**src/rtl/m6809_pkg.sv**
```systemverilog
// m6809_pkg: opcodes, sequencer states, memory-map constants and
// flag helpers shared by the m6809 SoC slice.
package m6809_pkg;

    localparam logic [7:0] OP_NOP     = 8'h12;
    localparam logic [7:0] OP_LDA_IMM = 8'h86;
    localparam logic [7:0] OP_STA_EXT = 8'hB7;
    localparam logic [7:0] OP_INCA    = 8'h4C;
    localparam logic [7:0] OP_BRA     = 8'h20;
    localparam logic [7:0] OP_JMP_EXT = 8'h7E;

    localparam logic [15:0] VEC_RESET = 16'hFFFE;
    localparam logic [15:0] HALT_ADDR = 16'hFFFF;
    localparam logic [15:0] RAM_BASE  = 16'h0000;
    localparam logic [16:0] MEM_TOP   = 17'h10000;

    localparam int CC_N = 3;
    localparam int CC_Z = 2;
    localparam int CC_V = 1;

    typedef enum logic [2:0] {
        ST_RST,
        ST_VEC_HI,
        ST_VEC_LO,
        ST_FETCH,
        ST_OPER,
        ST_EXEC,
        ST_HALTED
    } state_t;

    // Operand bytes following each opcode; unknown opcodes act as NOP.
    function automatic logic [1:0] oper_len(input logic [7:0] op);
        case (op)
            OP_LDA_IMM, OP_BRA:     oper_len = 2'd1;
            OP_STA_EXT, OP_JMP_EXT: oper_len = 2'd2;
            default:                oper_len = 2'd0;
        endcase
    endfunction

    // N and Z follow the result, V is supplied by the caller.
    function automatic logic [7:0] cc_nzv(
        input logic [7:0] cc,
        input logic [7:0] r,
        input logic       v
    );
        logic [7:0] c;
        c       = cc;
        c[CC_N] = r[7];
        c[CC_Z] = (r == 8'h00);
        c[CC_V] = v;
        return c;
    endfunction

endpackage

```
**src/rtl/m6809_mem.sv**
```systemverilog
// m6809_mem: boot ROM image, internal RAM and address decode.
// Unmapped addresses read $FF; writes outside RAM are dropped.
module m6809_mem
    import m6809_pkg::*;
#(
    parameter int RAM_AW = 8,
    parameter int ROM_AW = 8
) (
    input  logic        clk,
    input  logic [15:0] addr,
    input  logic [7:0]  wdata,
    input  logic        we,
    output logic [7:0]  rdata
);

    localparam logic [16:0] RAM_SIZE = 17'(1) << RAM_AW;
    localparam logic [16:0] ROM_BASE = MEM_TOP - (17'(1) << ROM_AW);

    logic [7:0]  ram [2**RAM_AW];
    logic [16:0] ram_off;
    logic        ram_sel;
    logic        rom_sel;
    logic [7:0]  rom_q;

    assign ram_off = {1'b0, addr} - {1'b0, RAM_BASE};
    assign ram_sel = ram_off < RAM_SIZE;
    assign rom_sel = {1'b0, addr} >= ROM_BASE;

    // Boot program; every byte not listed is a NOP.
    always_comb begin
        rom_q = OP_NOP;
        case (addr)
            16'hFF00: rom_q = OP_LDA_IMM;
            16'hFF01: rom_q = 8'h55;
            16'hFF02: rom_q = OP_STA_EXT;
            16'hFF03: rom_q = 8'h00;
            16'hFF04: rom_q = 8'h10;
            16'hFF05: rom_q = OP_INCA;
            16'hFF06: rom_q = OP_BRA;
            16'hFF07: rom_q = 8'hFA;
            16'hFFFE: rom_q = 8'hFF;
            16'hFFFF: rom_q = 8'h00;
            default:  rom_q = OP_NOP;
        endcase
    end

    // Read mux over the decoded regions.
    always_comb begin
        rdata = 8'hFF;
        unique case (1'b1)
            ram_sel: rdata = ram[ram_off[RAM_AW-1:0]];
            rom_sel: rdata = rom_q;
            default: rdata = 8'hFF;
        endcase
    end

    // RAM write at the end of a write bus cycle; contents are not reset.
    always_ff @(posedge clk) begin
        if (we && ram_sel)
            ram[ram_off[RAM_AW-1:0]] <= wdata;
    end

endmodule

```
**src/rtl/m6809_soc.sv**
```systemverilog
// m6809_soc: 6809-subset sequencer with internal ROM/RAM.
// Define M6809_HALT_EN to honour halt_b and build the HALTED state.
module m6809_soc
    import m6809_pkg::*;
#(
    parameter int RAM_AW = 8,
    parameter int ROM_AW = 8
) (
    input  logic        clk,
    input  logic        reset_b,
    input  logic        halt_b,
    output logic [15:0] addr_o,
    output logic [7:0]  data_o,
    output logic        rw_o,
    output logic        ba_o,
    output logic [15:0] pc_o,
    output logic [7:0]  a_o,
    output logic [7:0]  cc_o
);

    state_t      state;
    logic [15:0] pc;
    logic [7:0]  acc;
    logic [7:0]  cc;
    logic [7:0]  opcode;
    logic [7:0]  oper_q;
    logic        oper_idx;
    logic [7:0]  rdata;
    logic        mem_we;
    logic        is_lda;
    logic        is_sta;
    logic        is_inca;
    logic        is_bra;
    logic        is_jmp;
    logic [15:0] pc_inc;
    logic [15:0] bra_tgt;
    logic [15:0] ext_tgt;
    logic [7:0]  inca_r;

    assign pc_inc  = pc + 16'd1;
    assign bra_tgt = pc + {{8{oper_q[7]}}, oper_q};
    assign ext_tgt = {oper_q, rdata};
    assign inca_r  = acc + 8'd1;
    assign mem_we  = ~rw_o;

    assign pc_o = pc;
    assign a_o  = acc;
    assign cc_o = cc;

`ifndef M6809_HALT_EN
    logic unused_halt;
    assign unused_halt = halt_b;
    assign ba_o        = 1'b0;
`endif

    m6809_mem #(
        .RAM_AW(RAM_AW),
        .ROM_AW(ROM_AW)
    ) u_mem (
        .clk  (clk),
        .addr (addr_o),
        .wdata(data_o),
        .we   (mem_we),
        .rdata(rdata)
    );

    // One-hot decode of the latched opcode.
    always_comb begin
        is_lda  = (opcode == OP_LDA_IMM);
        is_sta  = (opcode == OP_STA_EXT);
        is_inca = (opcode == OP_INCA);
        is_bra  = (opcode == OP_BRA);
        is_jmp  = (opcode == OP_JMP_EXT);
    end

    // Sequencer: one bus cycle per clock, addr_o names the cycle in flight.
    always_ff @(posedge clk or negedge reset_b) begin
        if (!reset_b) begin
            state    <= ST_RST;
            pc       <= 16'h0000;
            acc      <= 8'h00;
            cc       <= 8'h00;
            opcode   <= OP_NOP;
            oper_q   <= 8'h00;
            oper_idx <= 1'b0;
            addr_o   <= VEC_RESET;
            data_o   <= 8'h00;
            rw_o     <= 1'b1;
`ifdef M6809_HALT_EN
            ba_o     <= 1'b0;
`endif
        end else begin
            case (state)
                // The reset state doubles as the high-vector read cycle.
                ST_RST, ST_VEC_HI: begin
                    oper_q <= rdata;
                    addr_o <= VEC_RESET + 16'd1;
                    state  <= ST_VEC_LO;
                end
                ST_VEC_LO: begin
                    pc     <= ext_tgt;
                    addr_o <= ext_tgt;
                    state  <= ST_FETCH;
                end
                ST_FETCH: begin
`ifdef M6809_HALT_EN
                    if (!halt_b) begin
                        addr_o <= HALT_ADDR;
                        ba_o   <= 1'b1;
                        state  <= ST_HALTED;
                    end else
`endif
                    begin
                        opcode   <= rdata;
                        pc       <= pc_inc;
                        addr_o   <= pc_inc;
                        oper_idx <= 1'b0;
                        if (oper_len(rdata) == 2'd0)
                            state <= ST_EXEC;
                        else
                            state <= ST_OPER;
                    end
                end
                ST_OPER: begin
                    pc     <= pc_inc;
                    addr_o <= pc_inc;
                    oper_q <= rdata;
                    unique case (1'b1)
                        is_lda: begin
                            acc   <= rdata;
                            cc    <= cc_nzv(cc, rdata, 1'b0);
                            state <= ST_FETCH;
                        end
                        is_bra: state <= ST_EXEC;
                        is_sta, is_jmp: begin
                            if (!oper_idx) begin
                                oper_idx <= 1'b1;
                            end else if (is_jmp) begin
                                pc     <= ext_tgt;
                                addr_o <= ext_tgt;
                                state  <= ST_FETCH;
                            end else begin
                                addr_o <= ext_tgt;
                                rw_o   <= 1'b0;
                                data_o <= acc;
                                state  <= ST_EXEC;
                            end
                        end
                        default: state <= ST_FETCH;
                    endcase
                end
                ST_EXEC: begin
                    rw_o  <= 1'b1;
                    state <= ST_FETCH;
                    unique case (1'b1)
                        is_inca: begin
                            acc    <= inca_r;
                            cc     <= cc_nzv(cc, inca_r, acc == 8'h7F);
                            addr_o <= pc;
                        end
                        is_bra: begin
                            pc     <= bra_tgt;
                            addr_o <= bra_tgt;
                        end
                        default: addr_o <= pc;
                    endcase
                end
`ifdef M6809_HALT_EN
                ST_HALTED: begin
                    if (halt_b) begin
                        addr_o <= pc;
                        ba_o   <= 1'b0;
                        state  <= ST_FETCH;
                    end
                end
`endif
                default: state <= ST_FETCH;
            endcase
        end
    end

endmodule

```
**config.mk**
```make
export PLATFORM = sky130hd
export DESIGN_NAME = m6809_soc
export DESIGN_NICKNAME = d
export VERILOG_FILES = /design/src/rtl/m6809_pkg.sv /design/src/rtl/m6809_mem.sv /design/src/rtl/m6809_soc.sv
export SDC_FILE = /design/constraint.sdc
export NUM_CORES = 2
export LEC_CHECK = 0
export BUFFER_PORTS_ARGS = -buffer_cell sky130_fd_sc_hd__buf_2
export CORE_AREA = 5 5 417 419
export DETAILED_ROUTE_END_ITERATION = 7
export DIE_AREA = 0 0 422 424
export GPL_ROUTABILITY_DRIVEN = 0
export PLACE_DENSITY = 0.64
export SKIP_LAST_GASP = 1
export SLEW_MARGIN = 20
export SYNTH_ARGS = -nofsm -noshare
export SYNTH_HDL_FRONTEND = slang
export SYNTH_HIERARCHICAL = 1
export SYNTH_SLANG_ARGS = --single-unit
```
**constraint.sdc**
```tcl
create_clock -name clk -period 5.3 [get_ports clk]
set_input_delay 0.795 -clock clk [delete_from_list [all_inputs] [get_ports clk]]
set_output_delay 0.795 -clock clk [all_outputs]
set_load 0.02 [all_outputs]
```
==> impl_metrics.yaml <==
setup_path:
  cp-start-kind: "flip-flop"
  crit_type: "reg -> reg"
  worstPathRequired_ns: 6.01
  r2r_cells: 16
  endpoint_kind: "flip-flop"
  cp.arrival_ns: 5.93
  worstPathMaxFanout: 35
timing:
  clock_skew_ns: 0.03852
  rsz0062_at_grt: "no"
  fin_crit_ns: 5.226
  worst_pin_slew_ns: 1.115
  hold_violations: 0
  drv_slew: 0
  min_period_over_period_pct: 98.59
  max_slew_margin_pct: 25.40
  finalSetupTns_ns: 0
  clock.fmax_mhz: 191.4
  holdWs_ns: 0.06429
  setup_viol: 0
clock_tree:
  hold_buffers: 0
  numCtsBuffers: 210
  cts_max_level: 4
  cts.path.max_buffers: 3
  insertion_delay_ns: 0.86
  clk_pin_slew_ns: 0.06
  clkSinkCount: 2119
  cts_root_buffer: "clkbuf_16"
  cts_tree: "built"
synthesis:
  netlist_instances: 4505
  synth_ff_type: "edfxtp_1"
  syn_area_um2: 85780
  seq_area_frac_synth_pct: 73.79
  async_reset_ff_share_pct: 3.351
  synth_cell_types: 100
  synth_seq_cells: 2119
  yosys_warnings: 6
  synth_edf_count: 2048
  syn_area_per_cell_um2: 19.04
worst_hold_path:
  hp-class: "in -> async"
power:
  clkPwrFrac_pct: 45.2
  peakVddDrop_mv: 0.2772
  leakagePower_nw: 24.64
  p_per_area_nw_per_um2: 342.9
  p_sw_w: 0.006347
  internal_power_w: 0.02669
  swShare_pct: 19.21
  combPwrFrac_pct: 0
  pwr-share-seq_pct: 54.7
final_layout:
  final_cell_mix: "edfxtp_1 (2,048), mux4_2 (400), nor2_1 (337), mux2i_1 (265), buf_4 (216)"
  area_growth_pct: 12.32
  drive_gt1_share_pct: 22.42
  nets: 4762
  layout_commonest_cell: "edfxtp_1"
die:
  rows: 152
  die_area_um2: 178900
  core_area_um2: 170200
  io_pins: 61
  start_util_pct: 50.39
  die_x_um: 422
  die_h_um: 424
detailed_routing:
  drt_iter0_markers: 6152
  detail-route-antenna-nets: 0
  drcViolationCount: 0
  vias: 46500
  wirelength_um: 234200
  post_drt_wl_per_cell_um: 32.79
  vias_per_cell: 6.510
  firstDrtPassIters: 8
grt:
  grt_max_degree: 183
  grt_overflow: 0
  antenna_found_initial: 5
  first_global_vias: 45540
  grt_use_total_pct: 26.07
  grt_pass1_wl_um: 336300
status:
  status: "finished, final reports clean"
job:
  drv_cap: 0
placement:
  port_buffers: 53
  dp_hpwl_um: 146600
==> logic make-up (layout without fill, tap and decap cells) <==
group           after synthesis  count (layout)  synth area share [%]
flops                      2119            2119                 73.79
simple gates                723             723                 4.013
mux                         706             706                 14.35
compound gates              604             604                 4.997
buf+inv                     305             701                 2.264
xor+xnor                     26              26                0.2655
fa+ha+maj                    21              21                0.3151
other cells                   1               9              0.004372
==> power by group through the flow <==
stage               sequential (W)  clock, W  combinational, W
floorplan                   0.0184         0        0.00000708
global placement            0.0184         0         0.0000159
detailed placement          0.0184         0         0.0000161
CTS                         0.0181    0.0152         0.0000161
global route                0.0181    0.0159         0.0000179
finish                      0.0181    0.0149         0.0000151
==> through the flow <==
step | instance area (µm²) | std cells | setup WS, ns | util (%) | power [W]
final | 96340 | 7142 | 0.07448 | 56.60 | 0.03303
after global placement | 89340 | 6753 | -0.1500 | 52.49 | 0.01845
after detailed placement | 89340 | 6753 | -0.1743 | 52.49 | 0.01845
after CTS | 96250 | 7133 | 0.001043 | 56.55 | 0.03327
after global routing | 96330 | 7140 | 0.009374 | 56.60 | 0.03397
after floorplan | 85790 | 4510 | 1.170 | - | 0.01844
==> sequential cells by signal, summed over array words and instances, names as in the netlist <==
name,cells
state,3
opcode,8
oper_q,8
a_o,8
data_o,8
u_mem/ram,2048
addr_o,16
pc_o,16
rw_o,1
cc_o,2
oper_idx,1
==> synthesized netlist by cell type, drive strengths merged, types with 51 or more instances <==
cell	instances	area, µm²
a21oi	101	509.2
a22oi	131	983.4
buf	197	1534
clkbuf	90	340.3
dfrtp	53	1326
edfxtp	2048	61500
mux2i	266	2666
mux4	412	9324
nand2	141	531.8
nand3	51	255.2
nor2	340	1276
o21ai	87	435.4
==> layer usage <==
metal,vias to the layer above,part of all wire [%],global-route usage (%)
met1,24460,39,36.81
li1,19030,-,-
met5,-,0,0
met2,2542,47,40.17
met4,0,4.3,10.16
met3,465,9.8,5.814
==> critical path, stage by stage (launching register included) <==
cell	delay, ns
dfstp_4	0.98
buf_12	0.36
buf_4	0.26
mux4_2	0.36
a22oi_1	0.31
a21oi_1	0.18
nor2_1	0.24
o211ai_1	0.15
a31oi_1	0.16
a31oi_1	0.27
buf_4	0.25
or4_1	0.53
or4_1	0.47
o21ai_0	0.11
a21oi_1	0.10
o21ai_1	0.18
a21oi_1	0.08
==> path summary, 6_finish.rpt <==
path	slack, ns	endpoint	start
min in group clk	0.48	rw_o	rw_o
setup reg to reg	0.07	state[0]	addr_o[1]
max in group asynchronous	4.44	data_o[1]	reset_b
hold reg to reg	0.48	rw_o	rw_o
hold / removal	0.06	pc_o[8]	reset_b
setup / recovery	0.07	state[0]	addr_o[1]
==> final cells by class <==
class                   count  area [µm²]
clock buffers             259        5470
well taps                2233        2794
repair buffers            303        2582
multi-input cells        2086       20640
inverters                  18       67.56
clock inverters           121        1430
diodes                      3       7.507
flip-flops and latches   2119       63340
fillers                 12650       73870
==> timing repair <==
| action | CTS | global route |
|---|---|---|
| setup endpoints to repair | 2 | 2 |
| resized for setup | 1 | 2 |
| pin swaps | 0 | 0 |
| setup buffers | 0 | 6 |
Note: power is estimated with default switching activity, not from simulation.
